### src/rtl/mux_pkg.sv
// Shared definitions for the channel multiplexers: mode encoding and a
// rotating first-one search usable by any round-robin arbiter up to 32 requesters.
package mux_pkg;

    localparam logic MODE_FIXED = 1'b0;
    localparam logic MODE_RR    = 1'b1;

    localparam int MAX_CH = 32;

    typedef struct packed {
        logic       found;
        logic [4:0] idx;
    } pick_t;

    // Lowest-distance set bit of vec[n-1:0], walking upward from start and wrapping at n.
    function automatic pick_t rot_first_one(
        input logic [MAX_CH-1:0] vec,
        input int                n,
        input int                start
    );
        pick_t res;
        int    c;
        res = '0;
        for (int k = 0; k < MAX_CH; k++) begin
            c = start + k;
            if (c >= n) begin
                c = c - n;
            end
            if ((k < n) && !res.found && vec[c[4:0]]) begin
                res.found = 1'b1;
                res.idx   = c[4:0];
            end
        end
        return res;
    endfunction

endpackage

### src/rtl/mux_rr_n_rr_pick.sv
// Combinational round-robin picker: first valid channel strictly after ptr,
// wrapping from N_CH-1 back to channel 0.
module rr_pick
    import mux_pkg::*;
#(
    parameter int N_CH  = 8,
    parameter int SEL_W = $clog2(N_CH)
) (
    input  logic [N_CH-1:0]  valid,
    input  logic [SEL_W-1:0] ptr,
    output logic             grant_found,
    output logic [SEL_W-1:0] grant_idx
);

    logic [MAX_CH-1:0] w_vec;
    int                w_start;
    pick_t             w_pick;
    logic              w_unused;

    always_comb begin
        w_vec             = '0;
        w_vec[N_CH-1:0]   = valid;
        w_start           = (int'(ptr) >= N_CH - 1) ? 0 : int'(ptr) + 1;
        w_pick            = rot_first_one(w_vec, N_CH, w_start);
    end

    assign grant_found = w_pick.found;
    assign grant_idx   = w_pick.idx[SEL_W-1:0];
    // Upper index bits are always zero for narrower configurations.
    assign w_unused    = ^w_pick.idx;

endmodule

### src/rtl/mux_rr_n.sv
// N-channel valid/ready multiplexer with fixed-select or round-robin grant
// feeding a single registered output stage (one word per cycle sustained).
module mux_rr_n
    import mux_pkg::*;
#(
    parameter int N_CH  = 8,
    parameter int DW    = 8,
    parameter int SEL_W = $clog2(N_CH)
) (
    input  logic               clk,
    input  logic               rst,
    input  logic [N_CH*DW-1:0] in_data,
    input  logic [N_CH-1:0]    in_valid,
    output logic [N_CH-1:0]    in_ready,
    input  logic               mode,
    input  logic [SEL_W-1:0]   sel,
    output logic [DW-1:0]      out_data,
    output logic [SEL_W-1:0]   out_ch,
    output logic               out_valid,
    input  logic               out_ready
);

    logic             r_out_valid;
    logic [DW-1:0]    r_out_data;
    logic [SEL_W-1:0] r_out_ch;
    logic [SEL_W-1:0] r_ptr;

    logic             w_load_en;
    logic             w_rr_found;
    logic [SEL_W-1:0] w_rr_idx;
    logic             w_fix_found;
    logic             w_grant;
    logic [SEL_W-1:0] w_grant_idx;
    logic             w_take;
    logic [DW-1:0]    w_grant_data;

    rr_pick #(
        .N_CH  (N_CH),
        .SEL_W (SEL_W)
    ) u_pick (
        .valid       (in_valid),
        .ptr         (r_ptr),
        .grant_found (w_rr_found),
        .grant_idx   (w_rr_idx)
    );

    // Out-of-range indices (non-power-of-2 N_CH) must never grant.
    assign w_fix_found = (int'(sel) < N_CH) && in_valid[sel];

    always_comb begin
        w_grant     = w_fix_found;
        w_grant_idx = sel;
        if (mode == MODE_RR) begin
            w_grant     = w_rr_found;
            w_grant_idx = w_rr_idx;
        end
    end

    assign w_load_en    = !r_out_valid || out_ready;
    assign w_take       = w_grant && w_load_en && !rst;
    assign w_grant_data = in_data[int'(w_grant_idx)*DW +: DW];

    generate
        for (genvar gi = 0; gi < N_CH; gi++) begin : g_ready
            assign in_ready[gi] = w_take && (w_grant_idx == SEL_W'(gi));
        end
    endgenerate

    always_ff @(posedge clk or posedge rst) begin
        if (rst) begin
            r_out_valid <= 1'b0;
            r_out_data  <= '0;
            r_out_ch    <= '0;
            r_ptr       <= SEL_W'(N_CH - 1);
        end else if (w_load_en) begin
            if (w_grant) begin
                r_out_valid <= 1'b1;
                r_out_data  <= w_grant_data;
                r_out_ch    <= w_grant_idx;
                if (mode == MODE_RR) begin
                    r_ptr <= w_grant_idx;
                end
            end else begin
                r_out_valid <= 1'b0;
            end
        end
    end

    assign out_valid = r_out_valid;
    assign out_data  = r_out_data;
    assign out_ch    = r_out_ch;

endmodule

### config.mk
export PLATFORM = sky130hd
export DESIGN_NAME = mux_rr_n
export DESIGN_NICKNAME = d
export VERILOG_FILES = /design/src/rtl/mux_pkg.sv /design/src/rtl/mux_rr_n_rr_pick.sv /design/src/rtl/mux_rr_n.sv
export SDC_FILE = /design/constraint.sdc
export NUM_CORES = 1
export LEC_CHECK = 0
export ABC_AREA = 1
export ABC_CLOCK_PERIOD_IN_PS = 4600
export CELL_PAD_IN_SITES_DETAIL_PLACEMENT = 1
export CELL_PAD_IN_SITES_GLOBAL_PLACEMENT = 1
export CORE_ASPECT_RATIO = 1.2
export CORE_MARGIN = 5
export CORE_UTILIZATION = 30
export CTS_BUF_LIST = sky130_fd_sc_hd__clkbuf_16
export DETAILED_ROUTE_END_ITERATION = 7
export GPL_TIMING_DRIVEN = 0
export PLACE_DENSITY = 0.82
export SLEW_MARGIN = 40
export SYNTH_ARGS = -nofsm -noshare
export SYNTH_HDL_FRONTEND = slang
export SYNTH_HIERARCHICAL = 1
export SYNTH_SLANG_ARGS = --single-unit
### constraint.sdc
create_clock -name clk -period 4.6 [get_ports clk]
set_input_delay 0.92 -clock clk [delete_from_list [all_inputs] [get_ports clk]]
set_output_delay 0.92 -clock clk [all_outputs]
set_load 0.02 [all_outputs]
### Word-level counts from Yosys, hierarchy flattened

Cells that the tools add are included.

* flip-flop bits (word level): 15
* bits in latches: 0
* bits in writable memories: 0
* ROM bits: 0
* output and inout bits: 20
* word-level logic and storage cells: 114
* memories kept: 0

* add/subtract/negate cells: 16
* multipliers: 0
* divide/modulo/power cells: 0
* order comparisons: 18
* equality and inequality tests: 7
* shift operators: 1
* mux-type cells: 38
* bitwise operators: 0
* reduce and logical (&&, ||, !) cells: 30

Operator list (count)
* $ge A32 B5 Y1 const B: 8
* $add A32 B4 Y32 const B: 4
* $add A32 B3 Y32 const B: 2
* $shiftx A64 B7 Y8: 1
* $lt A5 B6 Y1 const B: 8
* $mux W6: 8
* $bmux W1 S5: 8
* $mux W5: 8
* $sub A5 B5 Y5 const B: 8
* $add A32 B2 Y32 const B: 1
* $logic_and A1 B1 Y1: 17
* $eq A3 B3 Y1 const B: 4
* $mux W1: 11
* $logic_not A1 Y1: 9
* $eq A3 B2 Y1 const B: 2
* $add A3 B1 Y4 const B: 1
* $lt A3 B4 Y1 const B: 1
* $mux W4: 1
* $bmux W1 S3: 1
* $eq A3 B1 Y1 const B: 1
* $ge A3 B3 Y1 const B: 1
* $logic_not A3 Y1: 1
* $mux W3: 1
* $reduce_and A3 Y1: 1
* 2 further kinds: 2

### Logic depth before layout (Yosys ltp)

* word-level depth: 32
* gate-level depth with buffers: 30

### Cells and area by module

The synthesis kept the hierarchy.

By module, submodules not included
* mux_rr_n: times used 1, cells each 301, area an instance 1630.3 um2, seq. area each 379.1 um2
* rr_pick: times used 1, cells each 198, area an instance 1168.6 um2, seq. area each 0.0 um2

### Least setup slack after synthesis

No wires, ideal clock.

* path type: register to output
* start point: register r_ptr[0]
* end point: output in_ready[3]
* arrival time: 3.587 ns
* slack: 0.093 ns
* stages on the path, launching flop included: 27
* buffers on the path: 1
* path through: dfstp_2 ha_1 ha_1 inv_2 nand3_4 inv_2 ha_1 nand2_1 ha_1 inv_1 nor2_1 nand2_1 nand2_1 nand2_4 nand3_4 nor2_8 nand3_4 nor2_4 nand3_1 nand2_1 nand2_2 nand2_4 buf_6 inv_1 nor2_1 nand2_1 nor2_1

* elaborated cells on any way between the ends: 78
* classes of those cells: add/sub (16); order compare (9); eq/ne (1); mux (35); reduce/logical (17)

RTL lines
* start: declaration: RTL line mux_rr_n.sv:26 `logic [SEL_W-1:0] r_ptr;`
* start signal: assignment: RTL line mux_rr_n.sv:74 `r_ptr <= SEL_W'(N_CH - 1);`
* start signal: assignment: RTL line mux_rr_n.sv:81 `r_ptr <= w_grant_idx;`
* $add A3 B1 Y4 / $ge A3 B3 Y1 (equally long branches): RTL line mux_rr_n_rr_pick.sv:23 `w_start = (int'(ptr) >= N_CH - 1) ? 0 : int'(ptr) + 1;`
* $mux W4 *: RTL line mux_rr_n_rr_pick.sv:23
* parallel branches: the longest is 25 deep, another holds $add A32 B2 Y32
* $mux W6 *: RTL line mux_pkg.sv:29 `if ((k < n) && !res.found && vec[c[4:0]]) begin`
* via w_rr_idx[0]: RTL line mux_rr_n.sv:30 `logic [SEL_W-1:0] w_rr_idx;`
* $mux W3 *: RTL line mux_rr_n.sv:53 `if (mode == MODE_RR) begin`
* $eq A3 B2 Y1 *: RTL line mux_rr_n.sv:65 `assign in_ready[gi] = w_take && (w_grant_idx == SEL_W'(gi));`
* $logic_and A1 B1 Y1 *: RTL line mux_rr_n.sv:65
* end: declaration: RTL line mux_rr_n.sv:14 `output logic [N_CH-1:0] in_ready,`

Mark *: on every way through the listed nets, which the timed path passes. The select of a mux whose other input is x is not followed.

### Final worst setup path

* start point: register r_ptr[0]
* end point: output in_ready[1]

* elaborated cells on any way between the ends: 78
* classes of those cells: add/sub (16); order compare (9); eq/ne (1); mux (35); reduce/logical (17)

RTL lines (RTL line)
* $add A3 B1 Y4 / $ge A3 B3 Y1 (equally long branches): mux_rr_n_rr_pick.sv:23
* $mux W4 *: mux_rr_n_rr_pick.sv:23
* parallel branches: the longest is 25 deep, another holds $add A32 B2 Y32
* $mux W6 *: mux_pkg.sv:29
* via w_rr_idx[2]: mux_rr_n.sv:30
* $mux W3 *: mux_rr_n.sv:53
* $eq A3 B1 Y1 *: mux_rr_n.sv:65
* $logic_and A1 B1 Y1 *: mux_rr_n.sv:65

Marked as above.

==> out/metrics.csv <==
stage,metric,value,unit
placed_design,hpwl dp,8.887,mm
hold_path,Hold Path End,out_data[2],
clocking,CTS root buffer,clkbuf_16,
hold_path,hold path cells,2,
floorplanning,I/O pin total,99,
grt,vias in the first global route,3839,
timing,Achievable Freq,0.2147,GHz
floorplanning,Die Wd,98.18,µm
setup_path,RR Startpoint,r_ptr[0],
route,vias per cell,4.854,
setup_path,worst path cell trace,"ha_4, ha_4, nor2_4, clkinv_4, ha_4, inv_1, buf_6, nand2_1, o21ai_4, nand2_2, nand2_2, buf_4, nand4_1, nand2_1, nor2_1, nand3_1, nor2_1, nand3_1, a21oi_4, buf_6, nand2_1, nor2_1, buf_4",
floorplanning,die area,0.01137,mm²
timing,period utilization,1.012,
clocking,Clock Latency Late Sink,0.24,ns
outcome,violated checks,setup timing,
grt,grt ovf,0,
setup_path,R2R Path End,out_data[7],
synth,Synth top area share,0.3219,
setup_path,Worst Setup End Kind,output port,
setup_path,"Data required, critical path",3.68,ns
finish,Final nets,738,
route,ANT nets after route,0,
route,final WL,11.73,mm
setup_path,Crit Path Class,flop to output port,
setup_path,worst-case reg-to-reg path depth,32,
finish,diode count,0,
placed_design,Placer Congestion,0.8304,
route,Vias,3689,
clocking,clock buffer count from CTS,3,
clocking,clock slew at reported path FFs,0.05,ns
timing,Worst slew margin,0.5844,
grt,pin count of the biggest net entering global routing,17,
synth,ranking of synthesized cells by area,"nand2_1 32%, nand3_1 12%, dfrtp_1 11%, ha_1 8.0%, inv_1 5.1%",
synth,"EDFF count, synth",0,
floorplanning,Rows,38,
finish,Syn-to-layout area delta,60.62,%
timing,Pins Over Slew Limit,0,
hold_path,worst hold path class,flop to flop,
grt,first-pass GRT wire length,18.20,mm
synth,leading register cell type out of synthesis,dfrtp_1,
finish,"commonest non-fill, non-tap cell in the layout",nand2_1,
timing,unrepaired setup endpoints after global routing,yes,
synth,largest area contributor in the netlist,nand2_1,
clocking,CTS Hold Bufs,0,
synth,Seq cells post-synth,15,
clocking,Clock Tree Buf Depth,2,
setup_path,CP Data Arrival Time,3.74,ns
timing,Hold Worst Slack,0.4758,ns
route,WL/cell,15.44,µm
floorplanning,Initial Utilization,0.3082,
timing,post-layout minimum cycle time,4.657,ns
timing,Final TNS setup,-0.2274,ns
synth,share of flip-flops with an asynchronous set or reset,1.000,
clocking,# clock sinks,15,
setup_path,Critical Path Max Stage Delay,0.38,ns
grt,Tot GR Track Use,0.1931,
setup_path,CP max FO,10,
floorplanning,Die Y-Extent,115.8,µm
synth,sequential cell area fraction in the yosys report,0.1354,
outcome,run status,finished with violations,
clocking,CTS H-tree lvls,1,
setup_path,flop-to-flop setup slack,0.42,ns
timing,Final Skew,0.002537,ns
route,TritonRoute pass-1 iters,5,
synth,Cell variety after synth,33,
timing,Final Hold Viols,0,
route,DRC,0,
finish,ratio of cells with drive above 1 in the final layout,0.2188,
synth,"Avg Cell Area, Syn",5.609,µm²
clocking,CTS tree,built,
finish,most frequent cells in the layout,"235 x nand2_1, 89 x clkdlybuf4s50_1, 61 x nand3_1",
setup_path,Worst Setup Start Kind,flop,
setup_path,critical path's slowest cell,dfstp_2,
timing,worst setup margin,-0.05694,ns
timing,final setup fails,8,
run,Max-Cap Viols,0,
route,starting DRC count in detailed routing,145,
timing,Least-Margin Pin Slew,0.6227,ns
placed_design,port bufs,97,
synth,Cells after Synth,499,
grt,initial antenna violation count,0,
synth,warnings from Yosys,6,
synth,Post-Syn Area,0.002799,mm²
hold_path,hold_sp,out_data[2],
floorplanning,core area,0.009081,mm²
==> synth_stat cells, types with 4 or more instances <==
master     n
nand2_1  240
nand3_1   66
inv_1     38
nor2_1    29
ha_1      18
dfrtp_1   12
buf_2     10
nand2_2   10
o21ai_0    9
inv_2      7
buf_6      6
nand2_4    5
nand3_2    5
o21ai_1    5
o21ai_2    5
nand3_4    4
nand4_1    4
==> cell families after synthesis <==
group / after synthesis / share of synthesized area
adder cells (fa/ha/maj): 18 / 0.08047
AND/OR/NAND/NOR: 371 / 0.6004
other: 1 / 0.001340
AO/OA/AOI/OAI: 29 / 0.07197
buffers and inverters: 65 / 0.1104
flip-flops: 15 / 0.1355
==> cell type report <==
type                            instances  area, µm²
Buffer                                 17      138.9
Clock buffer                            3      75.07
Clock inverter                          1      3.754
Fill cell                            1228       4586
Inverter                               45      192.7
Multi-Input combinational cell        424       2301
Sequential cell                        15      379.1
Tap cell                              120      150.1
Timing Repair Buffer                  135       1255
==> sequential cells by signal, indices dropped and copies added (netlist names) <==
| register | cells |
|---|---|
| out_ch | 3 |
| out_data | 8 |
| out_valid | 1 |
| r_ptr | 3 |
==> repair_timing <==
action,CTS,global route
endpoints found under the hold margin,0,0
setup endpoints to repair,8,8
buffers inserted,24,14
pin swaps,16,23
resized for setup,83,20
gates cloned,0,0
==> per-layer routing <==
layer / track usage / up-vias / part of all wire
met1: 0.2339 / 1732 / 0.41
met5: 0 / - / 0
met2: 0.3665 / 89 / 0.52
met4: 0.04372 / 0 / 0.027
li1: - / 1846 / -
met3: 0.02167 / 22 / 0.039
==> worst max-delay path: cells and delay by family, from the launching register on <==
kind            cells  cell delay, ns
fa+ha+maj           3            0.61
compound gates      2            0.28
flops               1            0.38
simple gates       12            1.39
buf+inv             6            0.80
==> per-stage QoR <==
step | area (µm²) | setup slack, ns | cells | util
after floorplan | 2818 | 0.09347 | 504 | -
after global placement | 3939 | -0.9169 | 721 | 0.4337
after detailed placement | 3939 | -1.061 | 721 | 0.4337
after CTS | 4333 | 0.01497 | 746 | 0.4771
after global routing | 4496 | -0.2463 | 760 | 0.4950
final | 4496 | -0.05694 | 760 | 0.4950
==> worst max path at each step <==
| stage | from | to | cells past startpoint |
|---|---|---|---|
| floorplan | r_ptr[0] | in_ready[3] | 26 |
| global placement | r_ptr[0] | in_ready[3] | 26 |
| detailed placement | r_ptr[0] | in_ready[1] | 26 |
| CTS | r_ptr[0] | in_ready[5] | 25 |
| global route | r_ptr[0] | in_ready[1] | 26 |
| finish | r_ptr[0] | in_ready[1] | 23 |
Power is not shown: default switching activity piles up to over one toggle a cycle in this logic, so the estimate is an artifact.
